## config.mk

```make
export PLATFORM = sky130hd
export DESIGN_NAME = cv32e40x_div_seq
export DESIGN_NICKNAME = d
export VERILOG_FILES = /design/src/rtl/cv32e40x_div_seq.sv
export SDC_FILE = /design/constraint.sdc
export NUM_CORES = 1
export LEC_CHECK = 0
export CORE_MARGIN = 2
export CORE_UTILIZATION = 46
export DETAILED_ROUTE_END_ITERATION = 6
export PLACE_DENSITY = 0.72
export SYNTH_ARGS = -nofsm -noshare
export SYNTH_HDL_FRONTEND = slang
export SYNTH_SLANG_ARGS = --single-unit
```

## constraint.sdc

```tcl
create_clock -name clk -period 5 [get_ports clk]
set_input_delay 1.5 -clock clk [delete_from_list [all_inputs] [get_ports clk]]
set_output_delay 1.5 -clock clk [all_outputs]
set_load 0.005 [all_outputs]
```

## src/rtl/cv32e40x_div_seq.sv

```systemverilog
`default_nettype none
// ============================================================================
// Module   : cv32e40x_div_seq
// Brief    : Sequential restoring divider for RV32M; borrows the ALU CLZ and
//            shifter to normalise the divisor, then makes one quotient bit per cycle.
// Revision : 1.0
// ============================================================================

package cv32e40x_div_pkg;
    typedef enum logic [1:0] {
        DIV_DIV  = 2'd0,
        DIV_DIVU = 2'd1,
        DIV_REM  = 2'd2,
        DIV_REMU = 2'd3
    } div_opcode_e;
endpackage

module cv32e40x_div_seq
    import cv32e40x_div_pkg::*;
(
    input  logic        clk,
    input  logic        rst_n,
    input  div_opcode_e operator_i,
    input  logic [31:0] opa_i,
    input  logic [31:0] opb_i,
    input  logic        valid_i,
    output logic        ready_o,
    input  logic        kill_i,
    output logic        valid_o,
    input  logic        ready_i,
    output logic [31:0] result_o,
    output logic        alu_clz_en_o,
    output logic [31:0] alu_clz_data_rev_o,
    input  logic [5:0]  alu_clz_result_i,
    output logic        alu_shift_en_o,
    output logic [5:0]  alu_shift_amt_o,
    output logic [31:0] alu_muldiv_operand_b_o,
    input  logic [31:0] alu_op_b_shifted_i
);

    typedef enum logic [2:0] {
        S_IDLE  = 3'd0,
        S_INIT  = 3'd1,
        S_SHIFT = 3'd2,
        S_DIV   = 3'd3,
        S_DONE  = 3'd4
    } state_e;

    state_e      r_state;
    logic        r_is_rem;
    logic        r_a_neg;
    logic        r_b_neg;
    logic [31:0] r_abs_a;
    logic [31:0] r_abs_b;
    logic [31:0] r_rem;
    logic [31:0] r_d;
    logic [31:0] r_q;
    logic [4:0]  r_cnt;
    logic [4:0]  r_iter;

    logic        w_signed;
    logic        w_is_rem;
    logic        w_a_neg;
    logic        w_b_neg;
    logic [31:0] w_abs_a;
    logic [31:0] w_abs_b;
    logic [31:0] w_abs_b_rev;
    logic        w_ge;
    logic [31:0] w_rem_next;
    logic [31:0] w_q_next;
    logic [31:0] w_quot_fix;
    logic [31:0] w_rem_fix;
    logic [31:0] w_orig_a;

    assign w_signed = (operator_i == DIV_DIV) || (operator_i == DIV_REM);
    assign w_is_rem = (operator_i == DIV_REM) || (operator_i == DIV_REMU);
    assign w_a_neg  = w_signed & opa_i[31];
    assign w_b_neg  = w_signed & opb_i[31];
    // 0x80000000 negates to itself, which is still the right unsigned magnitude
    assign w_abs_a  = w_a_neg ? (32'd0 - opa_i) : opa_i;
    assign w_abs_b  = w_b_neg ? (32'd0 - opb_i) : opb_i;

    always_comb begin
        w_abs_b_rev = '0;
        for (int i = 0; i < 32; i++) begin
            w_abs_b_rev[i] = w_abs_b[31-i];
        end
    end

    assign w_ge       = (r_rem >= r_d);
    assign w_rem_next = w_ge ? (r_rem - r_d) : r_rem;
    assign w_q_next   = {r_q[30:0], w_ge};
    assign w_quot_fix = (r_a_neg ^ r_b_neg) ? (32'd0 - w_q_next) : w_q_next;
    assign w_rem_fix  = r_a_neg ? (32'd0 - w_rem_next) : w_rem_next;
    // Divide-by-zero remainder is the original dividend, recovered from |a|
    assign w_orig_a   = r_a_neg ? (32'd0 - r_abs_a) : r_abs_a;

    assign alu_muldiv_operand_b_o = r_abs_b;

    always_ff @(posedge clk or negedge rst_n) begin
        if (!rst_n) begin
            r_state            <= S_IDLE;
            r_is_rem           <= 1'b0;
            r_a_neg            <= 1'b0;
            r_b_neg            <= 1'b0;
            r_abs_a            <= '0;
            r_abs_b            <= '0;
            r_rem              <= '0;
            r_d                <= '0;
            r_q                <= '0;
            r_cnt              <= '0;
            r_iter             <= '0;
            ready_o            <= 1'b1;
            valid_o            <= 1'b0;
            result_o           <= '0;
            alu_clz_en_o       <= 1'b0;
            alu_clz_data_rev_o <= '0;
            alu_shift_en_o     <= 1'b0;
            alu_shift_amt_o    <= '0;
        end else if (kill_i) begin
            r_state            <= S_IDLE;
            ready_o            <= 1'b1;
            valid_o            <= 1'b0;
            result_o           <= '0;
            alu_clz_en_o       <= 1'b0;
            alu_clz_data_rev_o <= '0;
            alu_shift_en_o     <= 1'b0;
            alu_shift_amt_o    <= '0;
        end else begin
            case (r_state)
                S_IDLE: begin
                    if (valid_i) begin
                        r_state            <= S_INIT;
                        ready_o            <= 1'b0;
                        r_is_rem           <= w_is_rem;
                        r_a_neg            <= w_a_neg;
                        r_b_neg            <= w_b_neg;
                        r_abs_a            <= w_abs_a;
                        r_abs_b            <= w_abs_b;
                        alu_clz_en_o       <= 1'b1;
                        alu_clz_data_rev_o <= w_abs_b_rev;
                    end
                end
                S_INIT: begin
                    alu_clz_en_o       <= 1'b0;
                    alu_clz_data_rev_o <= '0;
                    if (alu_clz_result_i == 6'd32) begin
                        r_state  <= S_DONE;
                        valid_o  <= 1'b1;
                        result_o <= r_is_rem ? w_orig_a : 32'hFFFF_FFFF;
                    end else begin
                        r_state         <= S_SHIFT;
                        r_cnt           <= alu_clz_result_i[4:0];
                        alu_shift_en_o  <= 1'b1;
                        alu_shift_amt_o <= {1'b0, alu_clz_result_i[4:0]};
                    end
                end
                S_SHIFT: begin
                    alu_shift_en_o  <= 1'b0;
                    alu_shift_amt_o <= '0;
                    r_d             <= alu_op_b_shifted_i;
                    r_rem           <= r_abs_a;
                    r_q             <= '0;
                    r_iter          <= '0;
                    r_state         <= S_DIV;
                end
                S_DIV: begin
                    r_rem  <= w_rem_next;
                    r_q    <= w_q_next;
                    r_d    <= {1'b0, r_d[31:1]};
                    r_iter <= r_iter + 5'd1;
                    if (r_iter == r_cnt) begin
                        r_state  <= S_DONE;
                        valid_o  <= 1'b1;
                        result_o <= r_is_rem ? w_rem_fix : w_quot_fix;
                    end
                end
                S_DONE: begin
                    if (ready_i) begin
                        r_state  <= S_IDLE;
                        valid_o  <= 1'b0;
                        ready_o  <= 1'b1;
                        result_o <= '0;
                    end
                end
                default: begin
                    r_state <= S_IDLE;
                end
            endcase
        end
    end

endmodule
`default_nettype wire

```

======== Yosys cells after proc, flatten, opt, wreduce, memory -nomap -nowiden ========
Index checks and enable logic that the tools add are counted.
storage, ports and cells
  memories ................................ 0
  input bits .............................. 109
  output and inout port bits .............. 106
  bits in latches ......................... 0
  word-level logic and storage cells ...... 105
  register bits ........................... 249
  bits in writable memories ............... 0
  ROM bits ................................ 0
operators by class
  $mul .................................... 0
  div/mod/pow operators ................... 0
  reduce and logical (&&, ||, !) cells .... 17
  magnitude comparators ................... 1
  bitwise operators ....................... 5
  equal/unequal tests ..................... 13
  add/sub/neg operators ................... 7
  muxes and demuxes ....................... 44
  shift operators ......................... 0
operators with widths
  kind                   count
  $mux 32                14
  $pmux 32 s2            3
  $sub 1x32->32 const A  5
  $pmux 32 s3            1
  $pmux 31 s2            1
  $ge 32x32->1           1
  $sub 32x32->32         1
  $mux 3                 5
  $ne 3x3->1 const B     5
  $pmux 3 s5             1
  $mux 6                 2
  $pmux 6 s2             1
  $reduce_and 3->1       4
  $mux 1                 11
  $pmux 5 s2             1
  $reduce_bool 3->1      3
  $eq 3x2->1 const B     2
  $eq 6x6->1 const B     1
  $pmux 1 s2             3
  $reduce_and 2->1       3
  $add 5x1->5 const B    1
  $eq 5x5->1             1
  $eq 2x2->1 const B     2
  $reduce_and 4->1       1
  11 further kinds       14

======== Depth between registers and ports, before layout ========
Gate-level depths: netlist of run 1.
  depth in word-level cells ............... 8
  mapped depth ............................ 27
  depth with buffers taken out ............ 22

======== Worst setup path before layout of run 1 ========
OpenSTA, ideal clock, no wires.
  path kind ............................... register to register
  start point ............................. reg r_rem[16]
  end point ............................... reg result_o[22]
  arrival time ............................ 5.366 ns
  clock period less this slack ............ 5.488 ns
  required time ........................... 4.878 ns
  setup time .............................. 0.122 ns
  cell stages (with the launch flop) ...... 23
  buffers on the path ..................... 6
  slack ................................... -0.488 ns
  cell sequence ........................... dfrtp_1 > ha_1 > clkbuf_1 > nand4_1 > nor4_1 > o311ai_1 > nand3_1 > buf_2 > buf_2 > buf_1 > clkbuf_1 > nand2_1 > o21ai_0 > ha_1 > nand2_1 > or3_1 > or3_1 > nor4_1 > a41oi_1 > clkbuf_1 > or4_1 > a211o_1 > a32o_1
on the way
  cells in the longest elaborated chain, start to end .. 8
  elaborated cells on any way between the ends .. 11
  those cells by class .................... 3 x add/sub; 1 x order compare; 7 x mux
RTL lines
  item                                            line    text
  start: declaration                              55      logic [31:0] r_rem;
  start signal: assignment                        162     r_rem <= r_abs_a;
  start signal: assignment                        168     r_rem <= w_rem_next;
  $sub 32x32->32 or $ge 32x32->1 (tied branches)  91, 90
  $mux 32                                         91      assign w_rem_next = w_ge ? (r_rem - r_d) : r_rem;
  $sub 1x32->32                                   94      assign w_rem_fix = r_a_neg ? (32'd0 - w_rem_next) : w_rem_next;
  $mux 32                                         94
  $mux 32 (*)                                     175     result_o <= r_is_rem ? w_rem_fix : w_quot_fix;
  $mux 32 (*)                                     172     if (r_iter == r_cnt) begin
  $pmux 32 s3 (*)                                 130     case (r_state)
  $mux 32 (*)                                     120     end else if (kill_i) begin
  end signal: assignment                          150     result_o <= r_is_rem ? w_orig_a : 32'hFFFF_FFFF;
  end signal: assignment                          175
  end: declaration                                31      output logic [31:0] result_o,
Mark *: on every way between the ends. The rest lies on a longest branch, timed or not. The select of a mux whose other input is x is not followed.
A chain may end at the register's enable or synchronous reset.

======== Final worst setup path of run 1 ========
  start point ............................. reg r_rem[21]
  end point ............................... reg result_o[22]
Same word-level chain as after synthesis.

==> results of run 1 <==
==> cell families after synthesis <==
family,synth area share [%]
AND/OR/NAND/NOR,20.3
AO/OA/AOI/OAI,24.4
flip-flops,36.8
buffers and inverters,4.24
XOR/XNOR,7.48
multiplexers,3.78
adder cells (fa/ha/maj),2.94
other,0.0222
==> state kept, by name, indices dropped and copies added, names as in the netlist <==
signal and cells:
alu_clz_data_rev_o 32, alu_muldiv_operand_b_o 32, r_abs_a 32, r_d 32
r_rem 32, result_o 32, r_q 31, alu_shift_amt_o 5
r_cnt 5, r_iter 5, r_state 3, alu_clz_en_o 1
alu_shift_en_o 1, r_a_neg 1, r_b_neg 1, r_is_rem 1
ready_o 1, valid_o 1
==> worst paths after layout <==
kind / start / to / slack (ns)
hold / removal: alu_clz_data_rev_o[26] / alu_clz_data_rev_o[26] / 0.47
max in group asynchronous: rst_n / r_abs_a[23] / 3.10
setup / recovery: r_rem[21] / result_o[22] / 0.24
min in group asynchronous: rst_n / r_d[15] / 0.90
hold reg to reg: alu_clz_data_rev_o[26] / alu_clz_data_rev_o[26] / 0.47
setup reg to reg: r_rem[21] / result_o[22] / 0.24
==> metrics by stage <==
step,utilization (%),instances,hold slack [ns]
after floorplan,-,2044,0.454
final,57.5,2732,0.473
after global routing,57.5,2732,0.484
after CTS,57.1,2727,0.477
after detailed placement,54.3,2670,0.465
after global placement,54.3,2670,0.459
==> repair_timing <==
action,CTS,global route
pin swaps,1,5
setup endpoints to repair,1,13
gates resized for setup,0,17
buffers inserted,1,4
cloned,0,1
==> worst max-delay path: cells and delay by family (launching register included) <==
family                   cells  cell delay, ns
AO/OA/AOI/OAI                8            1.77
buffers and inverters        1            0.06
flip-flops                   1            0.43
adder cells (fa/ha/maj)      2            0.59
AND/OR/NAND/NOR              7            1.79
==> metal layers <==
| layer | up-vias | GRT usage [%] |
|---|---|---|
| li1 | 7824 | - |
| met1 | 8064 | 39.8 |
| met2 | 746 | 49.9 |
| met3 | 132 | 6.61 |
| met4 | 0 | 9.36 |
| met5 | - | 0 |
==> synthesized netlist by cell type, types with 12 or more instances <==
cell | instances | area [um2]
sky130_fd_sc_hd__nor2_1 | 125 | 469
sky130_fd_sc_hd__ha_1 | 38 | 475
sky130_fd_sc_hd__a22o_1 | 13 | 114
sky130_fd_sc_hd__a211oi_1 | 18 | 135
sky130_fd_sc_hd__o31ai_1 | 41 | 308
sky130_fd_sc_hd__and2_1 | 15 | 93.8
sky130_fd_sc_hd__nand4_1 | 18 | 113
sky130_fd_sc_hd__xnor2_1 | 62 | 543
sky130_fd_sc_hd__o21ai_0 | 217 | 1090
sky130_fd_sc_hd__o211ai_1 | 12 | 90.1
sky130_fd_sc_hd__nand2b_1 | 20 | 125
sky130_fd_sc_hd__dfrtp_1 | 247 | 6180
sky130_fd_sc_hd__nand2_1 | 292 | 1100
sky130_fd_sc_hd__nand3_1 | 67 | 335
sky130_fd_sc_hd__a21o_1 | 75 | 563
sky130_fd_sc_hd__mux2i_1 | 48 | 480
sky130_fd_sc_hd__xor2_1 | 82 | 718
sky130_fd_sc_hd__a31oi_1 | 17 | 106
sky130_fd_sc_hd__o41ai_1 | 17 | 149
sky130_fd_sc_hd__nor4_1 | 30 | 188
sky130_fd_sc_hd__inv_1 | 60 | 225
sky130_fd_sc_hd__and3_1 | 13 | 81.3
sky130_fd_sc_hd__nor3_1 | 34 | 170
sky130_fd_sc_hd__or3_1 | 34 | 213
sky130_fd_sc_hd__mux2_2 | 12 | 135
sky130_fd_sc_hd__or4_1 | 19 | 143
sky130_fd_sc_hd__o22ai_1 | 27 | 169
sky130_fd_sc_hd__a21oi_1 | 115 | 576
sky130_fd_sc_hd__clkbuf_1 | 111 | 417
==> area by class of cell <==
class	instances	area (um2)
clock buffer	48	928
clock inverter	8	96.3
fill	3300	15500
inverter	60	225
multi-input combinational	1609	10100
sequential	248	6210
tap	468	586
timing repair buffer	291	2750
==> where the power goes <==
part / switching, W / total [W] / internal [W]
clock network: 0.000914 / 0.00224 / 0.00132
logic: 0.00535 / 0.00895 / 0.00360
registers: 0.000887 / 0.00352 / 0.00263
==> impl_metrics.prom, run 1 <==
# TYPE chip_impl_metric gauge
chip_impl_metric{name="synth_sequential_area_ratio",unit="%"} 36.8
chip_impl_metric{name="cts-root-to-sink-buffers",unit=""} 3
chip_impl_metric{name="final_nets",unit=""} 2388
chip_impl_info{name="cts_tree",value="yes"} 1
chip_impl_metric{name="wl_met2",unit="um"} 26900
chip_impl_metric{name="drt-pass1-iter-count",unit=""} 5
chip_impl_metric{name="floorplan.rows",unit=""} 70
chip_impl_metric{name="slew_limit_fails",unit=""} 0
chip_impl_metric{name="synthToLayoutAreaGrowth",unit="%"} 23.9
chip_impl_metric{name="synth_cells",unit=""} 2044
chip_impl_metric{name="netlist_area",unit="mm2"} 0.0169
chip_impl_metric{name="worst_ir_drop_vdd",unit="uV"} 305
chip_impl_metric{name="max_cap_viol_count",unit=""} 0
chip_impl_metric{name="grt_overflow",unit=""} 0
chip_impl_metric{name="setup_slack",unit="ns"} 0.243
chip_impl_info{name="worstSetupEndpointType",value="register"} 1
chip_impl_metric{name="ff2ff_path_depth",unit=""} 18
chip_impl_metric{name="totalNegativeSetupSlack",unit="ns"} 0
chip_impl_metric{name="cellPowerDensity",unit="mW/mm2"} 704
chip_impl_metric{name="dieWidth",unit="um"} 195
chip_impl_info{name="min-delay-path-class",value="reg -> reg"} 1
chip_impl_info{name="crit_path_frequent_cell",value="sky130_fd_sc_hd__a21oi_1"} 1
chip_impl_info{name="result_of_the_run",value="completed"} 1
chip_impl_metric{name="via_per_inst",unit=""} 6.14
chip_impl_metric{name="worst_path_largest_cell_delay",unit="ns"} 0.50
chip_impl_info{name="critPathKind",value="reg -> reg"} 1
chip_impl_metric{name="hold_buffers",unit=""} 0
chip_impl_metric{name="synth-warning-count",unit=""} 0
chip_impl_metric{name="numCtsBuffers",unit=""} 30
chip_impl_info{name="worst_setup_path_start_kind",value="register"} 1
chip_impl_metric{name="cts.sink_count",unit=""} 248
chip_impl_metric{name="postSynthAreaPerCell",unit="um2"} 8.25
chip_impl_metric{name="detailed_place_hpwl",unit="um"} 43500
chip_impl_metric{name="timing.critical_path.fanout_max",unit=""} 9
chip_impl_metric{name="finClkSkew",unit="ns"} 0.0338
chip_impl_metric{name="setup_violations",unit=""} 0
chip_impl_metric{name="grt_antenna_before_repair",unit=""} 0
chip_impl_metric{name="design.portCount",unit=""} 215
chip_impl_metric{name="drt-total-wl",unit="um"} 58300
chip_impl_metric{name="initialDrtViolationCount",unit=""} 1650
chip_impl_metric{name="die_area",unit="mm2"} 0.0382
chip_impl_metric{name="synth_enable_flop_cells",unit=""} 0
chip_impl_metric{name="die_y",unit="um"} 195
chip_impl_metric{name="worst_hold_path.num_cells",unit=""} 1
chip_impl_metric{name="number_of_global_route_vias_before_repair",unit=""} 16700
chip_impl_info{name="clk_root_buffer_cell",value="sky130_fd_sc_hd__clkbuf_16"} 1
chip_impl_metric{name="grtUsageTotal",unit="%"} 30.3
chip_impl_metric{name="report.final.hold_viol_count",unit=""} 0
chip_impl_metric{name="worstPathRequired",unit="ns"} 5.47
chip_impl_metric{name="p_leak",unit="nW"} 9.23
chip_impl_metric{name="grt_start_max_net_pins",unit=""} 106
chip_impl_metric{name="routabilityCongestion",unit=""} 0.955
chip_impl_metric{name="min_period_over_period",unit="%"} 95.1
chip_impl_metric{name="route.detailed.drc",unit=""} 0
chip_impl_info{name="critical_path.cell_chain",value="ha_1 > a21oi_1 > o21bai_1 > a21oi_1 > o211a_1 > nand3_4 > nor2_1 > a21oi_1 > inv_1 > ha_1 > nand2_1 > or3_1 > or3_1 > nor4_2 > a41oi_2 > or4_4 > a211o_1 > a32o_1"} 1
chip_impl_info{name="crit_path_top_delay_cell",value="sky130_fd_sc_hd__or4_4"} 1
chip_impl_metric{name="io_buffers",unit=""} 213
chip_impl_metric{name="worst_setup_hold_path_clk_slew",unit="ns"} 0.06
chip_impl_metric{name="global_route_wire_length_before_repair",unit="um"} 93100
chip_impl_info{name="final_cell_mix",value="sky130_fd_sc_hd__nand2_1 (291), sky130_fd_sc_hd__dfrtp_1 (245), sky130_fd_sc_hd__o21ai_0 (213)"} 1
chip_impl_metric{name="floorplan.initialDensity",unit="%"} 46.4
chip_impl_metric{name="dp_worst_setup_slack",unit="ns"} -0.0105
chip_impl_metric{name="route.antenna.remaining_nets",unit=""} 0
chip_impl_metric{name="worstPathArrival",unit="ns"} 5.23
chip_impl_metric{name="totalPowerFinal",unit="W"} 0.0147
chip_impl_metric{name="synth_cell_type_count",unit=""} 76
chip_impl_metric{name="synth_nets",unit=""} 2192
chip_impl_metric{name="avgRoutedWirePerCell",unit="um"} 21.4
chip_impl_metric{name="htreeDepth",unit=""} 1
chip_impl_metric{name="floorplan.core_area",unit="mm2"} 0.0363
chip_impl_metric{name="num_vias",unit=""} 16800
chip_impl_metric{name="fmax",unit="MHz"} 210
chip_impl_metric{name="timing_worst_slew_pin_value",unit="ns"} 0.945
chip_impl_info{name="layout_commonest_cell",value="sky130_fd_sc_hd__nand2_1"} 1
chip_impl_metric{name="synth_async_sr_flop_share",unit="%"} 100
chip_impl_metric{name="insertion_delay",unit="ns"} 0.61
chip_impl_metric{name="drive_above_1_share",unit="%"} 8.26
chip_impl_metric{name="max-slew-margin-rel",unit="%"} 37.0
chip_impl_metric{name="post_place_cell_area",unit="mm2"} 0.0197
chip_impl_metric{name="met3_length",unit="um"} 5520
chip_impl_metric{name="detail_route.wirelength.met1",unit="um"} 24100
chip_impl_info{name="top_layer",value="met4"} 1
chip_impl_metric{name="final_area",unit="mm2"} 0.0209
chip_impl_metric{name="num_antenna_cells",unit=""} 0
chip_impl_metric{name="finalWorstPathRequiredPeriod",unit="ns"} 4.76
chip_impl_metric{name="number_of_synthesized_register_bits",unit=""} 248
chip_impl_info{name="synth_flop_cell",value="sky130_fd_sc_hd__dfrtp_1"} 1
(Power assumes the default switching activity.)
==> run 2: changes to the inputs <==
--- a/config.mk
+++ b/config.mk
@@ -7,6 +7,7 @@
 export LEC_CHECK = 0
 export CORE_MARGIN = 2
 export CORE_UTILIZATION = 46
+export CTS_BUF_LIST = sky130_fd_sc_hd__clkbuf_4 sky130_fd_sc_hd__clkbuf_8 sky130_fd_sc_hd__clkbuf_16
 export DETAILED_ROUTE_END_ITERATION = 6
 export PLACE_DENSITY = 0.72
 export SYNTH_ARGS = -nofsm -noshare
==> impl_metrics.prom, run 2 (synthesis results as in run 1) <==
# TYPE chip_impl_metric gauge
chip_impl_info{name="result_of_the_run",value="completed"} 1
chip_impl_metric{name="via_per_inst",unit=""} 6.14
chip_impl_metric{name="finish.utilization",unit="%"} 57.6
chip_impl_metric{name="grtUsageTotal",unit="%"} 30.3
chip_impl_metric{name="groute.layer.met2.usage",unit="%"} 49.9
chip_impl_info{name="crit_path_top_delay_cell",value="sky130_fd_sc_hd__or4_4"} 1
chip_impl_metric{name="route.antenna.remaining_nets",unit=""} 0
chip_impl_metric{name="initialDrtViolationCount",unit=""} 1613
chip_impl_metric{name="met3_usage",unit="%"} 6.61
chip_impl_metric{name="grt_overflow",unit=""} 0
chip_impl_metric{name="detailed_place_hpwl",unit="um"} 43500
chip_impl_metric{name="worst_ir_drop_vdd",unit="uV"} 305
chip_impl_metric{name="floorplan.rows",unit=""} 70
chip_impl_metric{name="dieWidth",unit="um"} 195
chip_impl_info{name="critical_path.cell_chain",value="ha_1 > a21oi_1 > o21bai_1 > a21oi_1 > o211a_1 > nand3_4 > nor2_1 > a21oi_1 > inv_1 > ha_1 > nand2_1 > or3_1 > or3_1 > nor4_2 > a41oi_2 > or4_4 > a211o_1 > a32o_1"} 1
chip_impl_info{name="layout_commonest_cell",value="sky130_fd_sc_hd__nand2_1"} 1
chip_impl_metric{name="num_antenna_cells",unit=""} 0
chip_impl_metric{name="post_place_cell_area",unit="mm2"} 0.0197
chip_impl_metric{name="finClkSkew",unit="ns"} 0.0367
chip_impl_metric{name="groute.layer.met1.usage",unit="%"} 39.8
chip_impl_info{name="clk_root_buffer_cell",value="sky130_fd_sc_hd__clkbuf_16"} 1
chip_impl_metric{name="finalWorstPathRequiredPeriod",unit="ns"} 4.75
chip_impl_metric{name="insertion_delay",unit="ns"} 0.61
chip_impl_info{name="worst_setup_path_start_kind",value="register"} 1
chip_impl_metric{name="htreeDepth",unit=""} 1
chip_impl_metric{name="num_vias",unit=""} 16800
chip_impl_metric{name="final_nets",unit=""} 2388
chip_impl_metric{name="setup_slack",unit="ns"} 0.251
chip_impl_metric{name="route.detailed.drc",unit=""} 0
chip_impl_metric{name="die_y",unit="um"} 195
chip_impl_metric{name="min_period_over_period",unit="%"} 95.0
chip_impl_metric{name="grt_start_max_net_pins",unit=""} 106
chip_impl_metric{name="grt_antenna_before_repair",unit=""} 0
chip_impl_info{name="cts_tree",value="yes"} 1
chip_impl_metric{name="worstPathArrival",unit="ns"} 5.22
chip_impl_metric{name="worstPathRequired",unit="ns"} 5.47
chip_impl_metric{name="numPlacedInstances",unit=""} 2670
chip_impl_metric{name="fin_worst_hold_slack",unit="ns"} 0.474
chip_impl_metric{name="avgRoutedWirePerCell",unit="um"} 21.4
chip_impl_metric{name="floorplan.core_area",unit="mm2"} 0.0363
chip_impl_metric{name="setup_violations",unit=""} 0
chip_impl_metric{name="floorplan.initialDensity",unit="%"} 46.4
chip_impl_info{name="final_cell_mix",value="sky130_fd_sc_hd__nand2_1 (291), sky130_fd_sc_hd__dfrtp_1 (245), sky130_fd_sc_hd__o21ai_0 (213)"} 1
chip_impl_metric{name="numCtsBuffers",unit=""} 30
chip_impl_metric{name="final_area",unit="mm2"} 0.0209
chip_impl_metric{name="report.final.hold_viol_count",unit=""} 0
chip_impl_metric{name="cellPowerDensity",unit="mW/mm2"} 706
chip_impl_metric{name="p_leak",unit="nW"} 9.25
chip_impl_metric{name="fin_cells",unit=""} 2732
chip_impl_info{name="min-delay-path-class",value="reg -> reg"} 1
chip_impl_metric{name="slew_limit_fails",unit=""} 0
chip_impl_metric{name="worst_path_largest_cell_delay",unit="ns"} 0.50
chip_impl_metric{name="timing_worst_slew_pin_value",unit="ns"} 0.931
chip_impl_metric{name="max-slew-margin-rel",unit="%"} 37.9
chip_impl_info{name="critPathKind",value="reg -> reg"} 1
chip_impl_metric{name="drt-total-wl",unit="um"} 58400
chip_impl_metric{name="max_cap_viol_count",unit=""} 0
chip_impl_metric{name="cts-root-to-sink-buffers",unit=""} 3
chip_impl_info{name="crit_path_frequent_cell",value="sky130_fd_sc_hd__a21oi_1"} 1
chip_impl_info{name="worstSetupEndpointType",value="register"} 1
chip_impl_metric{name="routabilityCongestion",unit=""} 0.955
chip_impl_metric{name="timing.critical_path.fanout_max",unit=""} 9
chip_impl_metric{name="design.portCount",unit=""} 215
chip_impl_metric{name="io_buffers",unit=""} 213
chip_impl_metric{name="worst_setup_hold_path_clk_slew",unit="ns"} 0.06
chip_impl_metric{name="global_route_wire_length_before_repair",unit="um"} 93100
chip_impl_metric{name="dp_worst_setup_slack",unit="ns"} -0.0105
chip_impl_metric{name="drt-pass1-iter-count",unit=""} 6
chip_impl_metric{name="cts.sink_count",unit=""} 248
chip_impl_info{name="globalRoute.busiestLayer",value="met2"} 1
chip_impl_metric{name="die_area",unit="mm2"} 0.0382
chip_impl_metric{name="fmax",unit="MHz"} 211
chip_impl_metric{name="synthToLayoutAreaGrowth",unit="%"} 24.1
chip_impl_metric{name="number_of_global_route_vias_before_repair",unit=""} 16700
chip_impl_metric{name="drive_above_1_share",unit="%"} 8.61
[run 2: cell counts in the layout (fill, tap and decap cells not counted)]
No cell type changed its count.
[run 2: routing by layer]
metal  vias up  part of all wire (%)
li1       7828                     -
met1      8109                    42
met2       716                    46
met3       131                   9.0
met4         0                   3.3
met5         -                     0
[run 2: metrics by stage]
stage	total power, W	setup TNS [ns]
finish	0.0148	0
global route	0.0157	-0.0729
CTS	0.0144	0
detailed placement	0.0121	-0.0105
global placement	0.0120	0
floorplan	0.00877	0
[run 2: path summary, 6_finish.rpt]
check / depth (start not counted) / to / slack (ns) / start
max: 18 / result_o[22] / 0.25 / r_rem[21]
min: 1 / alu_clz_data_rev_o[26] / 0.47 / alu_clz_data_rev_o[26]
max reg2reg: 18 / result_o[22] / 0.25 / r_rem[21]
min reg2reg: 1 / alu_clz_data_rev_o[26] / 0.47 / alu_clz_data_rev_o[26]
max in group asynchronous: 2 / r_abs_a[30] / 3.11 / rst_n
min in group asynchronous: 1 / r_d[15] / 0.91 / rst_n
[run 2: what timing repair did]
action / 4_1_cts / 5_1_grt
buffers inserted: 1 / 4
hold buffers: 0 / 0
resized for setup: 0 / 18
cloned: 0 / 1
setup endpoints to repair: 1 / 13
pin swaps: 1 / 5
[run 2: layout make-up]
| class | instances | area [um2] |
|---|---|---|
| clock inverters | 8 | 96.3 |
| repair buffers | 291 | 2750 |
| multi-input cells | 1609 | 10100 |
| well taps | 468 | 586 |
| clock buffers | 48 | 955 |
| flip-flops and latches | 248 | 6210 |
| inverters | 60 | 225 |
| fillers | 3293 | 15400 |
[run 2: critical path, delay by kind of cell, from the launching register on]
family | cells | cell delay (ns)
and+or+nand+nor | 7 | 1.78
AOI/OAI and AO/OA | 8 | 1.77
adders and majority gates | 2 | 0.59
DFF | 1 | 0.43
buffers and inverters | 1 | 0.06
[run 2: where the power goes]
part,switching (W),total (W),internal (W)
sequential,0.000886,0.00352,0.00263
clock,0.000918,0.00228,0.00136
combinational,0.00537,0.00897,0.00360
